### src/rtl/i2c_xfer_seq_if.sv
// Host and i2c_master signals of the register-transfer sequencer.
// slave: sequencer view; master: host/bus-model view.
interface i2c_xfer_seq_if #(
  parameter int LEN_W = 4
);
  // host side
  logic             req;
  logic             busy;
  logic             rnw;
  logic [6:0]       dev;
  logic [7:0]       regp;
  logic [LEN_W-1:0] len;
  logic [7:0]       wdat;
  logic             wdat_rdy;
  logic [7:0]       rdat;
  logic             rdat_vld;
  logic             done;
  logic [1:0]       err;
  // byte-level i2c_master side
  logic [4:0]       m_cmd;
  logic [7:0]       m_dat;
  logic             m_ws;
  logic [6:0]       m_stat;
  logic [7:0]       m_dat_in;

  modport slave (
    input  req, rnw, dev, regp, len, wdat, m_stat, m_dat_in,
    output busy, wdat_rdy, rdat, rdat_vld, done, err, m_cmd, m_dat, m_ws
  );

  modport master (
    output req, rnw, dev, regp, len, wdat, m_stat, m_dat_in,
    input  busy, wdat_rdy, rdat, rdat_vld, done, err, m_cmd, m_dat, m_ws
  );
endinterface

### src/rtl/i2c_xfer_seq.sv
// Register-transfer sequencer: expands one host request into the
// i2c_master command stream, checks each status word, aborts on failure
// and reports read bytes plus a completion code.
module i2c_xfer_seq #(
  parameter int LEN_W = 4
) (
  input logic           clk,
  input logic           rst,   // active-low, asynchronous
  i2c_xfer_seq_if.slave bus
);
  // master command bits
  localparam logic [4:0] C_STRT = 5'h01;
  localparam logic [4:0] C_STOP = 5'h02;
  localparam logic [4:0] C_READ = 5'h04;
  localparam logic [4:0] C_WRTE = 5'h08;
  localparam logic [4:0] C_NACK = 5'h10;

  // command-list phases; data phase repeats under the byte counter
  localparam logic [1:0] PH_ADDR  = 2'd0;
  localparam logic [1:0] PH_PTR   = 2'd1;
  localparam logic [1:0] PH_RADDR = 2'd2;
  localparam logic [1:0] PH_DATA  = 2'd3;

  typedef enum logic [2:0] {IDLE, ISSUE, WAIT, ABORT, AWAIT, FIN} state_t;

  state_t           state_reg, state_next;
  logic [1:0]       phase_reg, phase_next;
  logic [LEN_W-1:0] cnt_reg, cnt_next;
  logic             rnw_reg, rnw_next;
  logic [6:0]       dev_reg, dev_next;
  logic [7:0]       regp_reg, regp_next;
  logic [1:0]       err_reg, err_next;
  logic [7:0]       rdat_reg, rdat_next;
  logic             vld_reg, vld_next;

  logic       cmd_last, cmd_read;
  logic [4:0] cmd_word;
  logic [7:0] cmd_dat;

  // master status fields
  logic st_err, st_alo, st_bbl, st_ack, st_bsy;
  assign st_err = bus.m_stat[1];
  assign st_alo = bus.m_stat[2];
  assign st_bbl = bus.m_stat[3];
  assign st_ack = bus.m_stat[4];
  assign st_bsy = bus.m_stat[5];

  // DON and BBY carry no extra information once BSY has dropped
  logic unused_ok;
  assign unused_ok = &{1'b0, bus.m_stat[6], bus.m_stat[0]};

  // a write with len=0 ends on the pointer byte; otherwise the final
  // data byte (counter==1) closes the list
  assign cmd_last = (phase_reg == PH_PTR && !rnw_reg && cnt_reg == '0) ||
                    (phase_reg == PH_DATA && cnt_reg == LEN_W'(1));
  assign cmd_read = (phase_reg == PH_DATA) && rnw_reg;

  // command word and byte for the current list position
  always_comb begin
    cmd_word = C_WRTE;
    cmd_dat  = 8'h00;
    case (phase_reg)
      PH_ADDR:  begin cmd_word = C_STRT | C_WRTE; cmd_dat = {dev_reg, 1'b0}; end
      PH_PTR:   begin cmd_word = C_WRTE;          cmd_dat = regp_reg;        end
      PH_RADDR: begin cmd_word = C_STRT | C_WRTE; cmd_dat = {dev_reg, 1'b1}; end
      default: begin
        if (rnw_reg) begin cmd_word = C_READ; cmd_dat = 8'hFF;    end
        else         begin cmd_word = C_WRTE; cmd_dat = bus.wdat; end
      end
    endcase
    if (cmd_last) cmd_word = cmd_word | C_STOP | (cmd_read ? C_NACK : 5'h00);
  end

  // state and datapath registers
  always_ff @(posedge clk or negedge rst) begin
    if (!rst) begin
      state_reg <= IDLE;
      phase_reg <= PH_ADDR;
      cnt_reg   <= '0;
      rnw_reg   <= 1'b0;
      dev_reg   <= 7'h00;
      regp_reg  <= 8'h00;
      err_reg   <= 2'd0;
      rdat_reg  <= 8'h00;
      vld_reg   <= 1'b0;
    end else begin
      state_reg <= state_next;
      phase_reg <= phase_next;
      cnt_reg   <= cnt_next;
      rnw_reg   <= rnw_next;
      dev_reg   <= dev_next;
      regp_reg  <= regp_next;
      err_reg   <= err_next;
      rdat_reg  <= rdat_next;
      vld_reg   <= vld_next;
    end
  end

  // next-state logic and strobe outputs
  always_comb begin
    state_next   = state_reg;
    phase_next   = phase_reg;
    cnt_next     = cnt_reg;
    rnw_next     = rnw_reg;
    dev_next     = dev_reg;
    regp_next    = regp_reg;
    err_next     = err_reg;
    rdat_next    = rdat_reg;
    vld_next     = 1'b0;
    bus.m_cmd    = 5'h00;
    bus.m_dat    = 8'h00;
    bus.m_ws     = 1'b0;
    bus.wdat_rdy = 1'b0;
    bus.done     = 1'b0;
    bus.busy     = (state_reg != IDLE) && (state_reg != FIN);
    case (state_reg)
      IDLE: begin
        if (bus.req && !st_bsy) begin
          rnw_next   = bus.rnw;
          dev_next   = bus.dev;
          regp_next  = bus.regp;
          cnt_next   = bus.len;
          phase_next = PH_ADDR;
          if (bus.rnw && bus.len == '0) begin
            err_next   = 2'd3;     // zero-length read: nothing to do
            state_next = FIN;
          end else begin
            state_next = ISSUE;
          end
        end
      end
      ISSUE: begin
        bus.m_cmd    = cmd_word;
        bus.m_dat    = cmd_dat;
        bus.m_ws     = 1'b1;
        bus.wdat_rdy = (phase_reg == PH_DATA) && !rnw_reg;
        state_next   = WAIT;
      end
      WAIT: begin
        if (!st_bsy) begin
          if (st_err && st_alo) begin
            err_next = 2'd2; state_next = FIN;
          end else if (st_err && st_bbl) begin
            err_next = 2'd3; state_next = FIN;
          end else if (st_err) begin
            err_next = 2'd3; state_next = ABORT;
          end else if (!cmd_read && !st_ack) begin
            err_next   = 2'd1;
            state_next = cmd_last ? FIN : ABORT;  // STOP already sent?
          end else begin
            if (cmd_read) begin
              rdat_next = bus.m_dat_in;
              vld_next  = 1'b1;
            end
            if (cmd_last) begin
              err_next   = 2'd0;
              state_next = FIN;
            end else begin
              state_next = ISSUE;
              case (phase_reg)
                PH_ADDR:  phase_next = PH_PTR;
                PH_PTR:   phase_next = rnw_reg ? PH_RADDR : PH_DATA;
                PH_RADDR: phase_next = PH_DATA;
                default:  cnt_next   = cnt_reg - LEN_W'(1);
              endcase
            end
          end
        end
      end
      ABORT: begin
        bus.m_cmd  = C_STOP;
        bus.m_ws   = 1'b1;
        state_next = AWAIT;
      end
      AWAIT: begin
        if (!st_bsy) state_next = FIN;
      end
      default: begin  // FIN
        bus.done   = 1'b1;
        state_next = IDLE;
      end
    endcase
  end

  assign bus.err      = err_reg;
  assign bus.rdat     = rdat_reg;
  assign bus.rdat_vld = vld_reg;
endmodule
### src/flat_wrapper.sv
// flat-port wrapper written by rule: the top's interface ports become plain ports
module i2c_xfer_seq_flat 
#(
  parameter int LEN_W = 4
)
  (clk, rst, bus_req, bus_rnw, bus_dev, bus_regp, bus_len, bus_wdat, bus_m_stat, bus_m_dat_in, bus_busy, bus_wdat_rdy, bus_rdat, bus_rdat_vld, bus_done, bus_err, bus_m_cmd, bus_m_dat, bus_m_ws);
  i2c_xfer_seq_if #(.LEN_W(LEN_W)) bus_i ();
  input logic clk;
  input logic rst;
  input wire logic [$bits(bus_i.req)-1:0] bus_req;
  input wire logic [$bits(bus_i.rnw)-1:0] bus_rnw;
  input wire logic [$bits(bus_i.dev)-1:0] bus_dev;
  input wire logic [$bits(bus_i.regp)-1:0] bus_regp;
  input wire logic [$bits(bus_i.len)-1:0] bus_len;
  input wire logic [$bits(bus_i.wdat)-1:0] bus_wdat;
  input wire logic [$bits(bus_i.m_stat)-1:0] bus_m_stat;
  input wire logic [$bits(bus_i.m_dat_in)-1:0] bus_m_dat_in;
  output wire logic [$bits(bus_i.busy)-1:0] bus_busy;
  output wire logic [$bits(bus_i.wdat_rdy)-1:0] bus_wdat_rdy;
  output wire logic [$bits(bus_i.rdat)-1:0] bus_rdat;
  output wire logic [$bits(bus_i.rdat_vld)-1:0] bus_rdat_vld;
  output wire logic [$bits(bus_i.done)-1:0] bus_done;
  output wire logic [$bits(bus_i.err)-1:0] bus_err;
  output wire logic [$bits(bus_i.m_cmd)-1:0] bus_m_cmd;
  output wire logic [$bits(bus_i.m_dat)-1:0] bus_m_dat;
  output wire logic [$bits(bus_i.m_ws)-1:0] bus_m_ws;
  assign bus_i.req = bus_req;
  assign bus_i.rnw = bus_rnw;
  assign bus_i.dev = bus_dev;
  assign bus_i.regp = bus_regp;
  assign bus_i.len = bus_len;
  assign bus_i.wdat = bus_wdat;
  assign bus_i.m_stat = bus_m_stat;
  assign bus_i.m_dat_in = bus_m_dat_in;
  assign bus_busy = bus_i.busy;
  assign bus_wdat_rdy = bus_i.wdat_rdy;
  assign bus_rdat = bus_i.rdat;
  assign bus_rdat_vld = bus_i.rdat_vld;
  assign bus_done = bus_i.done;
  assign bus_err = bus_i.err;
  assign bus_m_cmd = bus_i.m_cmd;
  assign bus_m_dat = bus_i.m_dat;
  assign bus_m_ws = bus_i.m_ws;
  i2c_xfer_seq #(.LEN_W(LEN_W)) u_core (.clk(clk), .rst(rst), .bus(bus_i));
endmodule
### config.mk
export PLATFORM = sky130hd
export DESIGN_NAME = i2c_xfer_seq_flat
export DESIGN_NICKNAME = d
export VERILOG_FILES = /design/src/rtl/i2c_xfer_seq_if.sv /design/src/rtl/i2c_xfer_seq.sv /design/src/flat_wrapper.sv
export SDC_FILE = /design/constraint.sdc
export NUM_CORES = 1
export LEC_CHECK = 0
export ABC_AREA = 0
export CAP_MARGIN = 20
export CORE_ASPECT_RATIO = 1.1
export CORE_MARGIN = 1
export CORE_UTILIZATION = 40
export CTS_CLUSTER_DIAMETER = 40
export DETAILED_ROUTE_END_ITERATION = 8
export DONT_BUFFER_PORTS = 1
export PLACE_DENSITY = 0.61
export SYNTH_ARGS = -nofsm -noshare
export SYNTH_HDL_FRONTEND = slang
export SYNTH_SLANG_ARGS = --single-unit
### constraint.sdc
create_clock -name clk -period 2 [get_ports clk]
set_clock_uncertainty 0.1 [all_clocks]
set_input_delay 0 -clock clk [delete_from_list [all_inputs] [get_ports clk]]
set_output_delay 0 -clock clk [all_outputs]
set_load 0.02 [all_outputs]
* Word-level counts from Yosys, hierarchy flattened
Index checks and enable logic that the tools add are counted.
Storage, ports and cells: bits in registers 36, input bits 46
Operators by class: add/subtract/negate cells 1, eq/ne operators 21, multiplexer cells 57, bitwise gates (word level) 6, reductions and logical operators 32
Operators by type and width (number):
- 4-bit two-way mux | 9
- 2-bit two-way mux | 15
- 3-bit two-way mux | 10
- 8-bit one-hot mux with 3 select lines | 1
- 9-bit AND reduction | 2
- 8-bit two-way mux | 2
- 2-bit != test, second input constant | 8
- 4-bit one-hot mux with 2 select lines | 2
- 3-bit one-hot mux with 5 select lines | 1
- 1-bit logical AND | 11
- 1-bit two-way mux | 11
- 5-bit two-way mux | 2
- 5-bit one-hot mux with 2 select lines | 1
- 4-bit zero test | 2
- 2-bit one-hot mux with 2 select lines | 2
- 7-bit AND reduction | 1
- 3-bit by 2-bit equality test with 1-bit output, second input constant | 2
- 6-bit by 2-bit != test with 1-bit output, second input constant | 1
- 2-bit one-hot mux with 3 select lines | 1
- 1-bit inverter | 5
- 4-bit by 5-bit bitwise OR with 5-bit output | 1
- 5-bit AND reduction | 1
- 5-bit OR reduction | 1
- 2-bit equality test, second input constant | 2
- other kinds (18) | 23

* Logic depth before layout (Yosys ltp)
Gate-level depths: netlist of the first run.
word-level depth 11, gate-level depth with buffers 7

* Least setup slack after synthesis of the first run
No wires, ideal clock.
path type flip-flop to output port, start register u_core.phase_reg[1], end output bus_m_cmd[4], data arrival time 1.898 ns, setup slack 0.002 ns, cell stages (with the launch flop) 8, buffers on the path 1, cells stage by stage dfrtp_1 > inv_1 > ha_1 > clkbuf_1 > nand3b_1 > a211oi_1 > inv_1 > nor3_1
On the way: word-level cells in the longest chain between the ends 6, elaborated cells on any way between the ends 11, classes of those cells 2 x eq/ne; 3 x mux; 1 x bitwise; 5 x reduce/logical
Ends and longest elaborated chain:
- start: declaration | RTL line i2c_xfer_seq.sv:27 | logic [1:0] phase_reg, phase_next;
- start signal: assignment | RTL line i2c_xfer_seq.sv:88 | phase_reg <= phase_next;
- 2-bit equality test or 2-bit by 1-bit equality test with 1-bit output (tied branches)
- 1-bit logical AND, on equally long branches | RTL line i2c_xfer_seq.sv:56, i2c_xfer_seq.sv:54
- 5-bit two-way mux or 1-bit logical AND (tied branches) | RTL line i2c_xfer_seq.sv:71, i2c_xfer_seq.sv:54
- 4-bit by 5-bit bitwise OR with 5-bit output or 1-bit logical OR (tied branches) | RTL line i2c_xfer_seq.sv:71, i2c_xfer_seq.sv:54
- 5-bit two-way mux * | RTL line i2c_xfer_seq.sv:71 | if (cmd_last) cmd_word = cmd_word | C_STOP | (cmd_read ? C_NACK : 5'h00);
- 5-bit one-hot mux with 2 select lines * | RTL line i2c_xfer_seq.sv:116 | case (state_reg)
- end: declaration | RTL line flat_wrapper.sv:24 | output wire logic [$bits(bus_i.m_cmd)-1:0] bus_m_cmd;
Every way passes the cells marked *; elsewhere a longest branch is shown, timed or not.

* Worst setup path in the final report of the first run
start register u_core.phase_reg[1], end output bus_m_dat[5]
On the way: word-level cells in the longest chain between the ends 3, elaborated cells on any way between the ends 5, classes of those cells 2 x eq/ne; 2 x mux; 1 x reduce/logical
Ends and longest elaborated chain:
- 2-bit equality test, or another cell as far along | RTL line i2c_xfer_seq.sv:62 | case (phase_reg)
- 8-bit one-hot mux with 3 select lines * | RTL line i2c_xfer_seq.sv:62
- 8-bit two-way mux * | RTL line i2c_xfer_seq.sv:116
- end: declaration | RTL line flat_wrapper.sv:25 | output wire logic [$bits(bus_i.m_dat)-1:0] bus_m_dat;
Marked as above.

==> flow_summary.yaml, run 1 <==
outcome:
  status: "complete, no violations"
worst_setup_path:
  arrival_ns: 1.85
  worstPathRequired_ns: 1.90
  critPathKind: "reg2out"
  critPathSlowestCell: "dfrtp_1"
  cpPeakStageDelay_ns: 0.46
  end_kind: "primary output"
  cp_num_buf_inv: 2
  critPathTopFamily: "flip-flops"
  path_max_fanout: 8
  start_kind: "register"
  path_cells: "inv_2 -> ha_1 -> or2_4 -> a221oi_2 -> nor3_1 -> buf_4"
die:
  start_util: 0.414
  chipHeight_um: 77.2
  dieWidth_um: 70.4
  core_region_area_um2: 4970
  rows: 27
  ioPinCount: 74
  die_area_um2: 5430
yosys:
  synth.area.mux_share: 0.131
  synth_top_family_by_area: "compound AO/OA/AOI/OAI gates"
  synth_compound_area_frac: 0.177
  synthArstFlopShare: 1.00
  synth_xor_area_frac: 0.00426
  ys_ff_latch: 36
  ys.flop_type: "dfrtp_1"
  synth-adder-area-share: 0.0487
  ys_types: 43
  netlist.area_leader.share: 0.438
  yosys-top-cells-count: "dfrtp_1 (36), mux2_2 (24), nor2_1 (14)"
  ys_seq_area_frac: 0.438
  netlist_area_um2: 2060
  synthSimpleGateAreaFrac: 0.152
  ys_top_cells_by_area: "dfrtp_1 (44%), mux2_2 (13%), ha_1 (4.9%)"
  yosys_warnings: 0
  yosysTopAreaCell: "dfrtp_1"
  synth.avg_cell_area_um2: 10.4
  synth_edf_count: 0
  syn-num-nets: 251
  netlist_instances: 197
  synth.most_common_cell: "dfrtp_1"
hold_path:
  hold_path.class: "in2reg"
run:
  drv_cap: 0
sta:
  period_needed_ns: 1.95
  setup_viol: 0
  slew_violations: 0
  worst_pin_slew_ns: 0.531
  max_freq_ghz: 0.513
  final_hold_viol_count: 0
  holdWs_ns: 0.0168
  slew-limit-headroom: 0.643
  rsz0062_at_grt: "true"
  finalCritPeriodShare: 0.975
power_and_ir_drop:
  p_leak_nw: 1.22
  power.density_nw_per_um2: 1120
  vdd_drop_max_uv: 579
  power.total_w: 0.00322
global_route:
  grt_max_degree: 37
  first_global_vias: 1731
  grt_use_total: 0.197
  global_route.overflow_total: 0
  grt_pass1_wl_um: 8350
  antenna_found_initial: 0
drt:
  first_pass_iters: 4
  drcViolationCount: 0
  ant_nets: 0
  wl_per_cell_um: 16.3
  drtIter0Drc: 103
  drt-total-wl_um: 5180
  vias: 1797
  viasPerCell: 5.65
clocking:
  cts-root-buf: "clkbuf_8"
  numCtsBuffers: 5
  path_clk_slew_ns: 0.08
  clk_latency_ns: 0.29
  cts_sinks: 36
  htree_num_levels: 2
  cts_tree: "yes"
  cts_buffer_depth: 2
cells_and_area:
  layout-drive-gt1-share: 0.331
  multi_input_area_um2: 1160
  final_nets: 313
  seq_area_um2: 902
  area_growth_syn_to_layout_pct: 39.9
  antennaDiodeCount: 0
  n_fill_cell: 448
  final_area_um2: 2880
placement:
  dp_hpwl_um: 3420
  place.gp.congestion: 0.791
  numPortBuffers: 0
  postPlaceCellArea_um2: 2270
==> cell usage in the layout (no fill, tap or decap), types with 3 or more instances in the layout <==
master         count
a221oi_2           7
o21a_1             3
a21oi_1            6
nor3_1            11
mux2_2            24
buf_4             28
ha_1               6
o31ai_1            3
inv_1              6
nor2_1            14
dfrtp_1           35
inv_2              4
nand2_1           11
dlygate4sd3_1     36
nand3_1            6
clkbuf_8           6
==> layout make-up <==
class | instances | area share
Sequential cell | 36 | 0.314
Clock buffer | 7 | 0.0300
Tap cell | 58 | 0.0252
Clock inverter | 1 | 0.00261
Inverter | 10 | 0.0130
Timing Repair Buffer | 67 | 0.213
Multi-Input combinational cell | 139 | 0.402
==> cell families (layout without fill, tap and decap cells) <==
logic type / Yosys count / after routing
flip-flops: 36 / 36
XOR/XNOR: 1 / 1
AO/OA/AOI/OAI: 47 / 47
adder cells (fa/ha/maj): 8 / 8
multiplexers: 24 / 24
AND/OR/NAND/NOR: 59 / 59
buffers and inverters: 22 / 85
==> routing by layer <==
layer | global-route usage | wire, um | up-vias
met3 | 0.0460 | 314 | 10
li1 | - | - | 854
met2 | 0.323 | 2550 | 71
met1 | 0.250 | 2220 | 862
met4 | 0.0780 | 87 | 0
met5 | 0 | 0 | -
==> power breakdown <==
| part | internal, W | leakage [nW] | total, W | switching (W) |
|---|---|---|---|---|
| sequential | 0.000988 | 0.444 | 0.00125 | 0.000259 |
| clock | 0.000280 | 0.0445 | 0.000543 | 0.000263 |
| combinational | 0.000725 | 0.736 | 0.00143 | 0.000702 |
| total | 0.00199 | 1.22 | 0.00322 | 0.00122 |
==> stage by stage <==
stage / worst slack (ns) / setup TNS, ns / utilization / instances
final: 0.0496 / 0 / 0.579 / 318
after global routing: -0.0401 / -0.0682 / 0.579 / 318
after floorplan: 0.00183 / 0 / - / 197
after CTS: 0.000935 / 0 / 0.556 / 316
after detailed placement: 0.124 / 0 / 0.457 / 270
after global placement: 0.141 / 0 / 0.457 / 270
==> final timing paths <==
check | start | end | slack, ns | cells after the start
worst max-delay path | u_core.phase_reg[1]$_DFFE_PN0P_ | bus_m_dat[5] | 0.05 | 6
worst min-delay path | bus_m_stat[2] | u_core.state_reg[1]$_DFFE_PN0P_ | 0.02 | 4
worst max register to register | u_core.phase_reg[1]$_DFFE_PN0P_ | u_core.bus.rdat[0]$_DFFE_PN0P_ | 0.07 | 5
worst min register to register | u_core.dev_reg[4]$_DFFE_PN0P_ | u_core.dev_reg[4]$_DFFE_PN0P_ | 0.43 | 1
max in group asynchronous | rst | u_core.dev_reg[2]$_DFFE_PN0P_ | 1.55 | 2
min in group asynchronous | rst | u_core.rnw_reg$_DFFE_PN0P_ | 0.06 | 2
==> timing repair <==
item                                   4_1_cts  5_1_grt
setup endpoints to repair                    8       12
pin swaps                                    0        7
endpoints found under the hold margin       72        0
gates cloned                                 0        0
hold buffers                                37        0
buffers inserted                             1        2
resized for setup                            3       24
==> tightest hold or removal path, stage by stage <==
cell,delay [ns]
nor2_1,0.02
nand2_1,0.05
o21a_1,0.15
o211ai_1,0.12
Note: power is estimated with default switching activity, not from simulation.
==> inputs of run 2 (changes only) <==
Settings changed: CORE_MARGIN 1 to default, PLACE_DENSITY 0.61 to 0.59.
Clock period 2 ns to 2.1 ns, I/O delays scaled along.
==> flow_summary.yaml, run 2 (synthesized netlist as in run 1, its figures left out) <==
worst_setup_path:
  critPathKind: "reg2out"
  start_kind: "register"
  critPathSlowestCell: "dfrtp_1"
  arrival_ns: 1.90
  cp_num_buf_inv: 3
  path_cells: "inv_1 -> ha_1 -> nand3b_1 -> a211oi_2 -> inv_1 -> nor3_1 -> buf_4"
  cpPeakStageDelay_ns: 0.45
  worstPathRequired_ns: 2.00
  path_max_fanout: 5
  end_kind: "primary output"
  cpMostUsedCell: "inv_1"
  critPathTopFamily: "flip-flops"
power_and_ir_drop:
  p_switching_w: 0.00115
  power.internal_w: 0.00180
  vdd_drop_max_uv: 586
  power.density_nw_per_um2: 1080
  p_comb_frac: 0.441
  pwr-share-seq: 0.386
  clkPwrFrac: 0.173
  p_leak_nw: 1.17
  power.total_w: 0.00295
  swShare: 0.390
cells_and_area:
  final_nets: 306
  layout-drive-gt1-share: 0.257
  antennaDiodeCount: 0
  final_common_cell: "dfrtp_1"
  layout_common_cells: "dfrtp_1 (36), dlygate4sd3_1 (35), mux2_2 (24), buf_4 (24), nor2_1 (14)"
  area_growth_syn_to_layout_pct: 32.9
clocking:
  post_cts_buffers: 0
  cts_buffer_depth: 2
  path_clk_slew_ns: 0.08
  clk_latency_ns: 0.29
  cts-root-buf: "clkbuf_8"
  numCtsBuffers: 5
  cts_sinks: 36
  htree_num_levels: 2
  cts_tree: "yes"
die:
  dieWidth_um: 70.4
  core_region_area_um2: 4970
  chipHeight_um: 77.2
  rows: 27
  start_util: 0.414
  die_area_um2: 5430
  ioPinCount: 74
sta:
  finalCritPeriodShare: 0.954
  period_needed_ns: 2.00
  rsz0062_at_grt: "true"
  worst_pin_slew_ns: 0.539
  final_hold_viol_count: 0
  max_freq_ghz: 0.499
  holdWs_ns: 0.0247
  setup_viol: 0
  slew-limit-headroom: 0.637
  slew_violations: 0
drt:
  viasPerCell: 5.81
  drcViolationCount: 0
  drt-total-wl_um: 5340
  ant_nets: 0
  vias: 1808
  first_pass_iters: 4
  wl_per_cell_um: 17.2
  drtIter0Drc: 119
global_route:
  antenna_found_initial: 0
  global_route.overflow_total: 0
  grt_pass1_wl_um: 8830
  first_global_vias: 1920
  grt_max_degree: 37
  grt_use_total: 0.204
outcome:
  status: "complete, no violations"
run:
  drv_cap: 0
hold_path:
  hold_path.class: "in2reg"
placement:
  dp_hpwl_um: 3720
  place.gp.congestion: 0.821
  numPortBuffers: 0
-- run 2: changes by cell type in the layout (fill, tap and decap cells not counted), sizes merged --
cell / previous run / this run
dlygate4sd3: 36 / 35
clkinv: 0 / 1
buf: 31 / 25
clkbuf: 7 / 5
clkinvlp: 1 / 2
-- run 2: power by group through the flow --
stage	registers, W	clock network, W	logic [W]
after global routing	0.00117	0.000558	0.00142
final	0.00114	0.000510	0.00130
after global placement	0.00113	0	0.00115
after CTS	0.00114	0.000526	0.00129
after floorplan	0.00109	0	0.000923
after detailed placement	0.00114	0	0.00119
-- run 2: layer usage --
metal / track usage / share of wire / up-vias
li1: - / - / 840
met1: 0.239 / 0.40 / 883
met2: 0.357 / 0.51 / 74
met3: 0.0460 / 0.066 / 11
met4: 0.0840 / 0.021 / 0
met5: 0 / 0 / -
-- run 2: path summary, 6_finish.rpt --
kind                                                  from                             end  depth (start not counted)  slack, ns
min in group asynchronous                              rst   u_core.bus.err[0]$_DFFE_PN0P_                          2       0.05
hold reg to reg             u_core.regp_reg[2]$_DFFE_PN0P_  u_core.regp_reg[2]$_DFFE_PN0P_                          1       0.41
max in group asynchronous                              rst  u_core.bus.rdat[1]$_DFFE_PN0P_                          2       1.64
setup reg to reg           u_core.phase_reg[1]$_DFFE_PN0P_   u_core.cnt_reg[1]$_DFFE_PN0P_                          7        0.1
hold / removal                                  bus_len[2]   u_core.bus.err[0]$_DFFE_PN0P_                          4       0.02
setup / recovery           u_core.phase_reg[1]$_DFFE_PN0P_                    bus_m_cmd[4]                          7        0.1
-- run 2: worst register-to-register path, stage by stage (launching register included) --
cell,delay [ns]
dfrtp_1,0.45
inv_1,0.12
ha_1,0.17
nand3b_1,0.15
a21oi_1,0.35
a21oi_1,0.18
buf_4,0.18
a22o_1,0.20
-- run 2: cell type report --
type                       instances  area [um2]
inverter                          10        37.5
tap                               58        72.6
sequential                        36         901
fill                             458        2230
timing repair buffer              60         551
clock inverter                     3        23.8
multi-input combinational        139        1080
clock buffer                       5        68.8
-- run 2: what timing repair did --
action                                 CTS  global route
resized for setup                        3             3
endpoints found under the hold margin   72             0
hold buffers                            36             0
setup endpoints to repair                2             9
-- run 2: metrics by stage --
step / cell area (um2) / utilization / cells / setup WS, ns / TNS (ns)
floorplan: 2060 / - / 197 / 0.102 / 0
global placement: 2240 / 0.452 / 267 / 0.218 / 0
detailed placement: 2240 / 0.452 / 267 / 0.177 / 0
CTS: 2720 / 0.548 / 311 / 0.00557 / 0
global route: 2730 / 0.550 / 311 / -0.0794 / -0.0941
finish: 2730 / 0.550 / 311 / 0.0958 / 0
